[src/rtl/gru_lstm_cell.sv]
// Single-unit GRU cell in signed Q(DATA_WIDTH-FRACT_WIDTH).FRACT_WIDTH fixed point, fully pipelined, latency 3.
// Define GRU_LSTM_CELL_SAT_EN for saturating narrowing; without it every narrowing keeps the low bits (wrap).
module gru_lstm_cell #(
    parameter int DATA_WIDTH  = 8,
    parameter int FRACT_WIDTH = 5
) (
    input  logic                         clk,
    input  logic                         rst,
    input  logic                         in_valid,
    input  logic signed [DATA_WIDTH-1:0] X,
    input  logic signed [DATA_WIDTH-1:0] h_in,
    input  logic signed [DATA_WIDTH-1:0] Wz,
    input  logic signed [DATA_WIDTH-1:0] Wr,
    input  logic signed [DATA_WIDTH-1:0] Wh,
    input  logic signed [DATA_WIDTH-1:0] Uz,
    input  logic signed [DATA_WIDTH-1:0] Ur,
    input  logic signed [DATA_WIDTH-1:0] Uh,
    input  logic signed [DATA_WIDTH-1:0] bz,
    input  logic signed [DATA_WIDTH-1:0] br,
    input  logic signed [DATA_WIDTH-1:0] bh,
    output logic                         out_valid,
    output logic signed [DATA_WIDTH-1:0] h_out
);
    localparam int DW     = DATA_WIDTH;
    localparam int WW     = 2 * DW + 2;
    localparam int STAGES = 3;

    typedef logic signed [DW-1:0] dat_t;
    typedef logic signed [DW:0]   ext_t;
    typedef logic signed [WW-1:0] wide_t;

    localparam wide_t MAX_W   = {{(WW-DW+1){1'b0}}, {(DW-1){1'b1}}};
    localparam wide_t MIN_W   = {{(WW-DW+1){1'b1}}, {(DW-1){1'b0}}};
    localparam ext_t  ONE_E   = ext_t'(1 << FRACT_WIDTH);
    localparam ext_t  HALF_E  = ext_t'(1 << (FRACT_WIDTH - 1));
    localparam dat_t  ONE     = dat_t'(1 << FRACT_WIDTH);
    localparam dat_t  NEG_ONE = -ONE;

    function automatic ext_t sx(input dat_t v);
        return {v[DW-1], v};
    endfunction

    function automatic dat_t narrow(input wide_t v);
`ifdef GRU_LSTM_CELL_SAT_EN
        if (v > MAX_W) return MAX_W[DW-1:0];
        if (v < MIN_W) return MIN_W[DW-1:0];
`endif
        return v[DW-1:0];
    endfunction

    // Operands are DW+1 wide so the z*(hc-h) product shares this helper.
    function automatic dat_t qmul(input ext_t a, input ext_t b);
        wide_t p;
        p = a * b;
        return narrow(p >>> FRACT_WIDTH);
    endfunction

    function automatic dat_t sum3(input dat_t a, input dat_t b, input dat_t c);
        logic signed [DW+1:0] s;
        s = {{2{a[DW-1]}}, a} + {{2{b[DW-1]}}, b} + {{2{c[DW-1]}}, c};
        return narrow({{(WW-DW-2){s[DW+1]}}, s});
    endfunction

    function automatic dat_t hsig(input dat_t x);
        ext_t s;
        s = sx(x >>> 2) + HALF_E;
        if (s[DW])     return '0;
        if (s > ONE_E) return ONE;
        return s[DW-1:0];
    endfunction

    function automatic dat_t htanh(input dat_t x);
        if (x > ONE)     return ONE;
        if (x < NEG_ONE) return NEG_ONE;
        return x;
    endfunction

    logic [STAGES:0] vld_pipe_q;
    dat_t z1_q, r1_q, wx1_q, h1_q, uh1_q, bh1_q;
    dat_t z2_q, hc2_q, h2_q;
    dat_t dz3_q, h3_q;
    dat_t h_out_q;

    dat_t z1_d, r1_d, wx1_d, rh2, hc2_d, dz3_d, h_out_d;
    ext_t sum4;

    always_comb begin
        z1_d    = hsig(sum3(qmul(sx(Wz), sx(X)), qmul(sx(Uz), sx(h_in)), bz));
        r1_d    = hsig(sum3(qmul(sx(Wr), sx(X)), qmul(sx(Ur), sx(h_in)), br));
        wx1_d   = qmul(sx(Wh), sx(X));
        rh2     = qmul(sx(r1_q), sx(h1_q));
        hc2_d   = htanh(sum3(wx1_q, qmul(sx(uh1_q), sx(rh2)), bh1_q));
        dz3_d   = qmul(sx(z2_q), sx(hc2_q) - sx(h2_q));
        sum4    = sx(h3_q) + sx(dz3_q);
        h_out_d = narrow({{(WW-DW-1){sum4[DW]}}, sum4});
    end

    // Each stage loads only with its valid bit, so captured operands are immune to later input changes.
    always_ff @(posedge clk or posedge rst) begin
        if (rst) begin
            vld_pipe_q <= '0;
            z1_q  <= '0; r1_q  <= '0; wx1_q <= '0;
            h1_q  <= '0; uh1_q <= '0; bh1_q <= '0;
            z2_q  <= '0; hc2_q <= '0; h2_q  <= '0;
            dz3_q <= '0; h3_q  <= '0;
            h_out_q <= '0;
        end else begin
            vld_pipe_q <= {vld_pipe_q[STAGES-1:0], in_valid};
            if (in_valid) begin
                z1_q  <= z1_d;
                r1_q  <= r1_d;
                wx1_q <= wx1_d;
                h1_q  <= h_in;
                uh1_q <= Uh;
                bh1_q <= bh;
            end
            if (vld_pipe_q[0]) begin
                z2_q  <= z1_q;
                hc2_q <= hc2_d;
                h2_q  <= h1_q;
            end
            if (vld_pipe_q[1]) begin
                dz3_q <= dz3_d;
                h3_q  <= h2_q;
            end
            if (vld_pipe_q[2]) h_out_q <= h_out_d;
        end
    end

    assign out_valid = vld_pipe_q[STAGES];
    assign h_out     = h_out_q;
endmodule

[config.mk]
export PLATFORM = sky130hd
export DESIGN_NAME = gru_lstm_cell
export DESIGN_NICKNAME = d
export VERILOG_FILES = /design/src/rtl/gru_lstm_cell.sv
export SDC_FILE = /design/constraint.sdc
export NUM_CORES = 1
export LEC_CHECK = 0
export CAP_MARGIN = 20
export CORE_MARGIN = 1
export CORE_UTILIZATION = 50
export DETAILED_ROUTE_END_ITERATION = 8
export GPL_ROUTABILITY_DRIVEN = 0
export HOLD_SLACK_MARGIN = 0.08
export PLACE_DENSITY = 0.67
export SLEW_MARGIN = 20
export SYNTH_ARGS = -nofsm -noshare
export SYNTH_HDL_FRONTEND = slang
export SYNTH_SLANG_ARGS = --single-unit
[constraint.sdc]
create_clock -name clk -period 28.5 [get_ports clk]
set_input_delay 2.85 -clock clk [delete_from_list [all_inputs] [get_ports clk]]
set_output_delay 2.85 -clock clk [all_outputs]
set_load 0.1 [all_outputs]
=== Word level (Yosys, flattened, before mapping) ===
Index checks and enable logic that the tools add are counted.

* Flip-flop bits (word level): 100
* Bits of input ports: 91
* Word-level logic and storage cells: 56

* Add/sub/neg operators: 10
* Multipliers: 8
* Order comparisons: 4
* Multiplexer cells: 21

{| class="wikitable"
|+ Operators by type and width
! cell !! number
|-
| 8-bit two-way mux || 12
|-
| 8-bit by 8-bit multiplier with 13-bit output || 7
|-
| 8-bit adder || 7
|-
| 6-bit by 6-bit adder with 7-bit output (second input constant) || 2
|-
| 7-bit > comparator (second input constant) || 2
|-
| 8-bit by 9-bit multiplier with 13-bit output || 1
|-
| 1-bit two-way mux || 9
|-
| 8-bit by 8-bit subtractor with 9-bit output || 1
|-
| 8-bit by 7-bit > comparator with 1-bit output (second input constant) || 1
|-
| 8-bit by 6-bit < comparator with 1-bit output (second input constant) || 1
|}

=== Longest topological paths before layout ===
* Depth after elaboration: 9
* Depth in mapped cells: 42
* Gate-level depth less buffers: 42

=== Worst setup path before layout ===
Ideal clock, no wire load.

* Path kind: register -> register
* From: reg r1_q[5]
* To: reg hc2_q[3]
* Library setup time: 121 ps
* Arrival time: 9335 ps
* Data required time: 28379 ps
* Setup slack: 19044 ps
* Cell stages (with the launch flop): 41
* Cell sequence: dfrtp_1 > and2_1 > fa_1 > inv_1 > fa_1 > inv_1 > fa_1 > inv_1 > fa_1 > inv_1 > ha_1 > a21oi_1 > nand2_1 > o21ai_2 > or4b_1 > o211ai_1 > nand2_1 > fa_1 > [5 not listed] > inv_1 > ha_1 > nor2b_1 > o21a_1 > o21ai_0 > nand2b_1 > a21oi_1 > xor2_1 > fa_1 > inv_1 > ha_1 > nor2_1 > a21oi_1 > xnor2_1 > xor3_1 > xor3_1 > mux2i_2 > a22o_1

* Word-level cells in the longest chain between the ends: 9
* Elaborated cells between the ends (all ways): 12
* Those cells by class: add/sub: 2; mul: 2; order compare: 2; mux: 6

{| class="wikitable"
|+ RTL lines
! element !! RTL line !! RTL
|-
| from (decl) || 79 || <nowiki>dat_t z1_q, r1_q, wx1_q, h1_q, uh1_q, bh1_q;</nowiki>
|-
| from (signal assigned) || 111 || <nowiki>r1_q <= r1_d;</nowiki>
|-
| 8-bit by 8-bit multiplier with 13-bit output * (2 in a row) || 54 || <nowiki>p = a * b;</nowiki>
|-
| 8-bit adder * (2 in a row) || 60 || <nowiki>s = {{2{a[DW-1]}}, a} + {{2{b[DW-1]}}, b} + {{2{c[DW-1]}}, c};</nowiki>
|-
| 8-bit by 6-bit < comparator with 1-bit output || 74 || <nowiki>if (x < NEG_ONE) return NEG_ONE;</nowiki>
|-
| 1-bit two-way mux (2 in a row) || 74 ||
|-
| 8-bit two-way mux || 75 || <nowiki>return x;</nowiki>
|-
| 8-bit two-way mux * || 74 ||
|-
| to (signal assigned) || 104 || <nowiki>z2_q <= '0; hc2_q <= '0; h2_q <= '0;</nowiki>
|-
| to (signal assigned) || 119 || <nowiki>hc2_q <= hc2_d;</nowiki>
|-
| to (decl) || 80 || <nowiki>dat_t z2_q, hc2_q, h2_q;</nowiki>
|}

Every way passes the cells marked *; elsewhere a longest branch is shown, timed or not. The select of a mux whose other input is x is not followed.
A chain may end at the register's enable or synchronous reset.

=== Worst setup path in the final report ===
* From: reg h1_q[2]
* To: reg hc2_q[1]

* Word-level cells in the longest chain between the ends: 9
* Elaborated cells between the ends (all ways): 12
* Those cells by class: add/sub: 2; mul: 2; order compare: 2; mux: 6

{| class="wikitable"
|+ RTL lines
! element !! RTL line !! RTL
|-
| from (decl) || 79 ||
|-
| from (signal assigned) || 113 || <nowiki>h1_q <= h_in;</nowiki>
|-
| 8-bit by 8-bit multiplier with 13-bit output * (2 in a row) || 54 ||
|-
| 8-bit adder * (2 in a row) || 60 ||
|-
| 8-bit by 6-bit < comparator with 1-bit output || 74 ||
|-
| 1-bit two-way mux (2 in a row) || 74 ||
|-
| 8-bit two-way mux || 75 ||
|-
| 8-bit two-way mux * || 74 ||
|}

Marked as above.

==> Flow_metrics.wiki <==
{| class="wikitable"
! Metric !! Value
|-
| Number of hold-slack violations in the final timing report || 0
|-
| Floorplan Core Area || 39100 µm²
|-
| Time the final worst path needs with I/O delays and setup || 10.27 ns
|-
| Arrival time of the worst setup path || 10.56 ns
|-
| Total non-filler cell area in the finished layout || 21880 µm²
|-
| Hold Crit Depth || 1
|-
| Pin count of the biggest net entering global routing || 69
|-
| Endpoint type of the worst setup path || flip-flop
|-
| Cell Rows || 72
|-
| Net count reported at finish || 2827
|-
| Total wire length after detailed routing || 41620 µm
|-
| All-layer global routing usage || 0.2196
|-
| Most used flip-flop cell after synthesis || dfrtp_1
|-
| Number of clock sinks || 94
|-
| Antenna violations before repair || 0
|-
| Post-cts sizing count || 0
|-
| Flop-to-flop setup slack || 18.23 ns
|-
| Die outline area || 40890 µm²
|-
| Worst path most repeated cell || fa_1
|-
| Hold Buf Count CTS || 0
|-
| Commonest cells after routing, fill and taps aside || inv_1 (445), fa_1 (331), and2_1 (264), ha_1 (224), nand2_1 (151)
|-
| First-pass GRT wire length || 72770 µm
|-
| Root Buffer || clkbuf_16
|-
| Count of unique library cells instantiated by Yosys || 57
|-
| Clock tree from TritonCTS || yes
|-
| Number of standard cells in the layout, taps in and fillers out || 2704
|-
| Beginning of the worst register-to-register path || h1_q[2]
|-
| Overflow left after global routing || 0
|-
| Layout cell share with drive strength beyond 1 || 0.03888
|-
| Sequential share of the synthesized area || 0.1174
|-
| Total of buffers placed on input and output ports || 99
|-
| Endpoint required time on the critical path || 28.80 ns
|-
| Clock tree skew after final layout || 0.006124 ns
|-
| Placed Instances || 2688
|-
| Reg2Reg Depth || 40
|-
| Post-detailed-placement cell area || 21560 µm²
|-
| Die height || 202.2 µm
|-
| Total of flip-flops plus latches after synthesis || 94
|-
| Width of the die || 202.2 µm
|-
| Detailed-route vias per instance || 5.128
|-
| Vias post-DR || 13870
|-
| Layout Area Growth over Synthesis || 9.157%
|-
| Type of the worst setup path || flip-flop to flip-flop
|-
| Crit path max-delay cell type || fa_1
|-
| Crit Path Max Fanout || 8
|-
| Transition time of the tightest slew-check pin || 0.9899 ns
|-
| Number of clock buffers inserted by TritonCTS || 9
|-
| I/O pin count || 100
|-
| Initial cell density of the core || 0.5127
|-
| Maxcap violations || 0
|-
| Worst path setup slack after routing || 18.23 ns
|-
| Launch point of the worst hold path || hc2_q[6]
|-
| Total inserted antenna cells || 0
|-
| Remaining DRCs || 0
|-
| Worst stage delay on the critical path || 0.53 ns
|-
| Most frequent standard cell in the layout excluding fill and tap cells || inv_1
|-
| EDFF count, synth || 0
|-
| CP startpoint kind || flip-flop
|-
| Number of pins exceeding their max-slew limit in the final report || 0
|-
| Insertion delay of the later-clocked pin in the worst-skew pair || 0.36 ns
|-
| Average size of a mapped cell || 9.518 µm²
|-
| Total of warnings raised by yosys || 0
|-
| Post-synth design cell area || 20040 µm²
|-
| Detailed router's first-iteration violation count || 548
|-
| H-tree depth reported by CTS || 3
|-
| Share of async-settable or async-resettable flops after synthesis || 1.000
|-
| Drt first pass iters || 5
|-
| Max transition margin || 0.3353
|-
| Terminus of the critical flop-to-flop path || hc2_q[1]
|-
| CTS clock-pin slew for the worst setup and hold paths || 0.08 ns
|-
| RSZ-0062 raised after global routing || false
|-
| Final period util || 0.3602
|-
| Synthesized netlist cell count || 2106
|-
| Post-CTS setup repair buffer count || 0
|-
| Final Setup Violations || 0
|-
| Sink of the worst hold path || hc2_q[6]
|-
| Outcome || complete, no violations
|-
| Min-delay worst type || flip-flop to flip-flop
|-
| Wirelength per Cell || 15.39 µm
|-
| Detail Route Antenna Nets || 0
|-
| Total half-perimeter wirelength after legalization and detailed placement || 34760 µm
|-
| Longest Clk Path Bufs || 2
|-
| Number of global-route vias before repair || 15340
|-
| Minimum setup slack after placement || 18.30 ns
|-
| Syn_nets || 2752
|-
| Sum of negative setup slack || 0 ns
|-
| Achievable Freq || 97.40 MHz
|}
[worst max-delay path, delay by kind of cell (launching register included)]
| kind | cells | cell delay (ns) |
|---|---|---|
| fa+ha+maj | 12 | 5.09 |
| xor+xnor | 4 | 1.21 |
| buf+inv | 8 | 0.39 |
| flops | 1 | 0.48 |
| simple gates | 7 | 1.23 |
| mux | 1 | 0.32 |
| compound gates | 8 | 1.46 |
[cells by family (layout without fill, tap and decap cells)]
logic type | Yosys count | after routing | synth area share
buffers and inverters | 486 | 566 | 0.09101
adders and majority gates | 555 | 555 | 0.4704
muxes | 57 | 57 | 0.03196
and+or+nand+nor | 590 | 590 | 0.1605
AOI/OAI and AO/OA | 162 | 162 | 0.05306
DFF | 94 | 94 | 0.1174
xor gates and xnor gates | 162 | 162 | 0.07572
[worst max-delay path by stage]
stage / start / end / slack [ns] / cells after the start
finish: h1_q[2] / hc2_q[1] / 18.23 / 40
global route: h1_q[2] / hc2_q[3] / 17.65 / 40
CTS: h1_q[2] / hc2_q[2] / 18.22 / 40
detailed placement: h1_q[2] / hc2_q[0] / 18.30 / 40
global placement: X[3] / z1_q[2] / 18.42 / 24
floorplan: r1_q[5] / hc2_q[3] / 19.04 / 40
[sequential cells by signal, indices dropped and copies added (netlist names)]
| signal | count |
|---|---|
| bh1_q | 8 |
| dz3_q | 8 |
| h1_q | 8 |
| h2_q | 8 |
| h3_q | 8 |
| h_out | 8 |
| hc2_q | 8 |
| r1_q | 6 |
| uh1_q | 8 |
| vld_pipe_q | 4 |
| wx1_q | 8 |
| z1_q | 6 |
| z2_q | 6 |
[stage by stage]
stage                     hold slack [ns]    util
after floorplan                    0.3519       -
after global placement             0.4801  0.5516
after detailed placement           0.4778  0.5516
after CTS                          0.5024  0.5596
after global routing               0.5252  0.5596
final                              0.5006  0.5596
[area by class of cell]
class / count / area, µm²
fillers: 3520 / 17220
multi-input cells: 1526 / 15870
flip-flops and latches: 94 / 2352
inverters: 447 / 1680
repair buffers: 103 / 1016
well taps: 518 / 648.1
clock buffers: 9 / 225.2
clock inverters: 7 / 90.09
[metal layers]
metal  wire (µm)  GRT usage
met4         748    0.05505
met5           0          0
met2       21780     0.4024
met1       17740     0.2739
met3        1353    0.02531
[cell usage after synthesis, types with 11 or more instances]
| master | count | area, µm² |
|---|---|---|
| nor3_1 | 12 | 60.06 |
| clkbuf_1 | 38 | 142.6 |
| and3_1 | 17 | 106.4 |
| o21ai_0 | 35 | 175.2 |
| nor2b_1 | 35 | 219.0 |
| xor2_1 | 28 | 245.2 |
| xnor2_1 | 127 | 1112 |
| and2_1 | 264 | 1652 |
| nand2_1 | 151 | 566.8 |
| inv_1 | 446 | 1674 |
| o21a_1 | 11 | 82.58 |
| nor2_1 | 44 | 165.2 |
| a21oi_1 | 40 | 200.2 |
| ha_1 | 224 | 2803 |
| nand2b_1 | 36 | 225.2 |
| a22o_1 | 13 | 113.9 |
| mux2_2 | 53 | 596.8 |
| fa_1 | 331 | 6626 |
| dfrtp_1 | 94 | 2352 |
| a21o_1 | 22 | 165.2 |
Power is not shown: default switching activity piles up to over one toggle a cycle in this logic, so the estimate is an artifact.
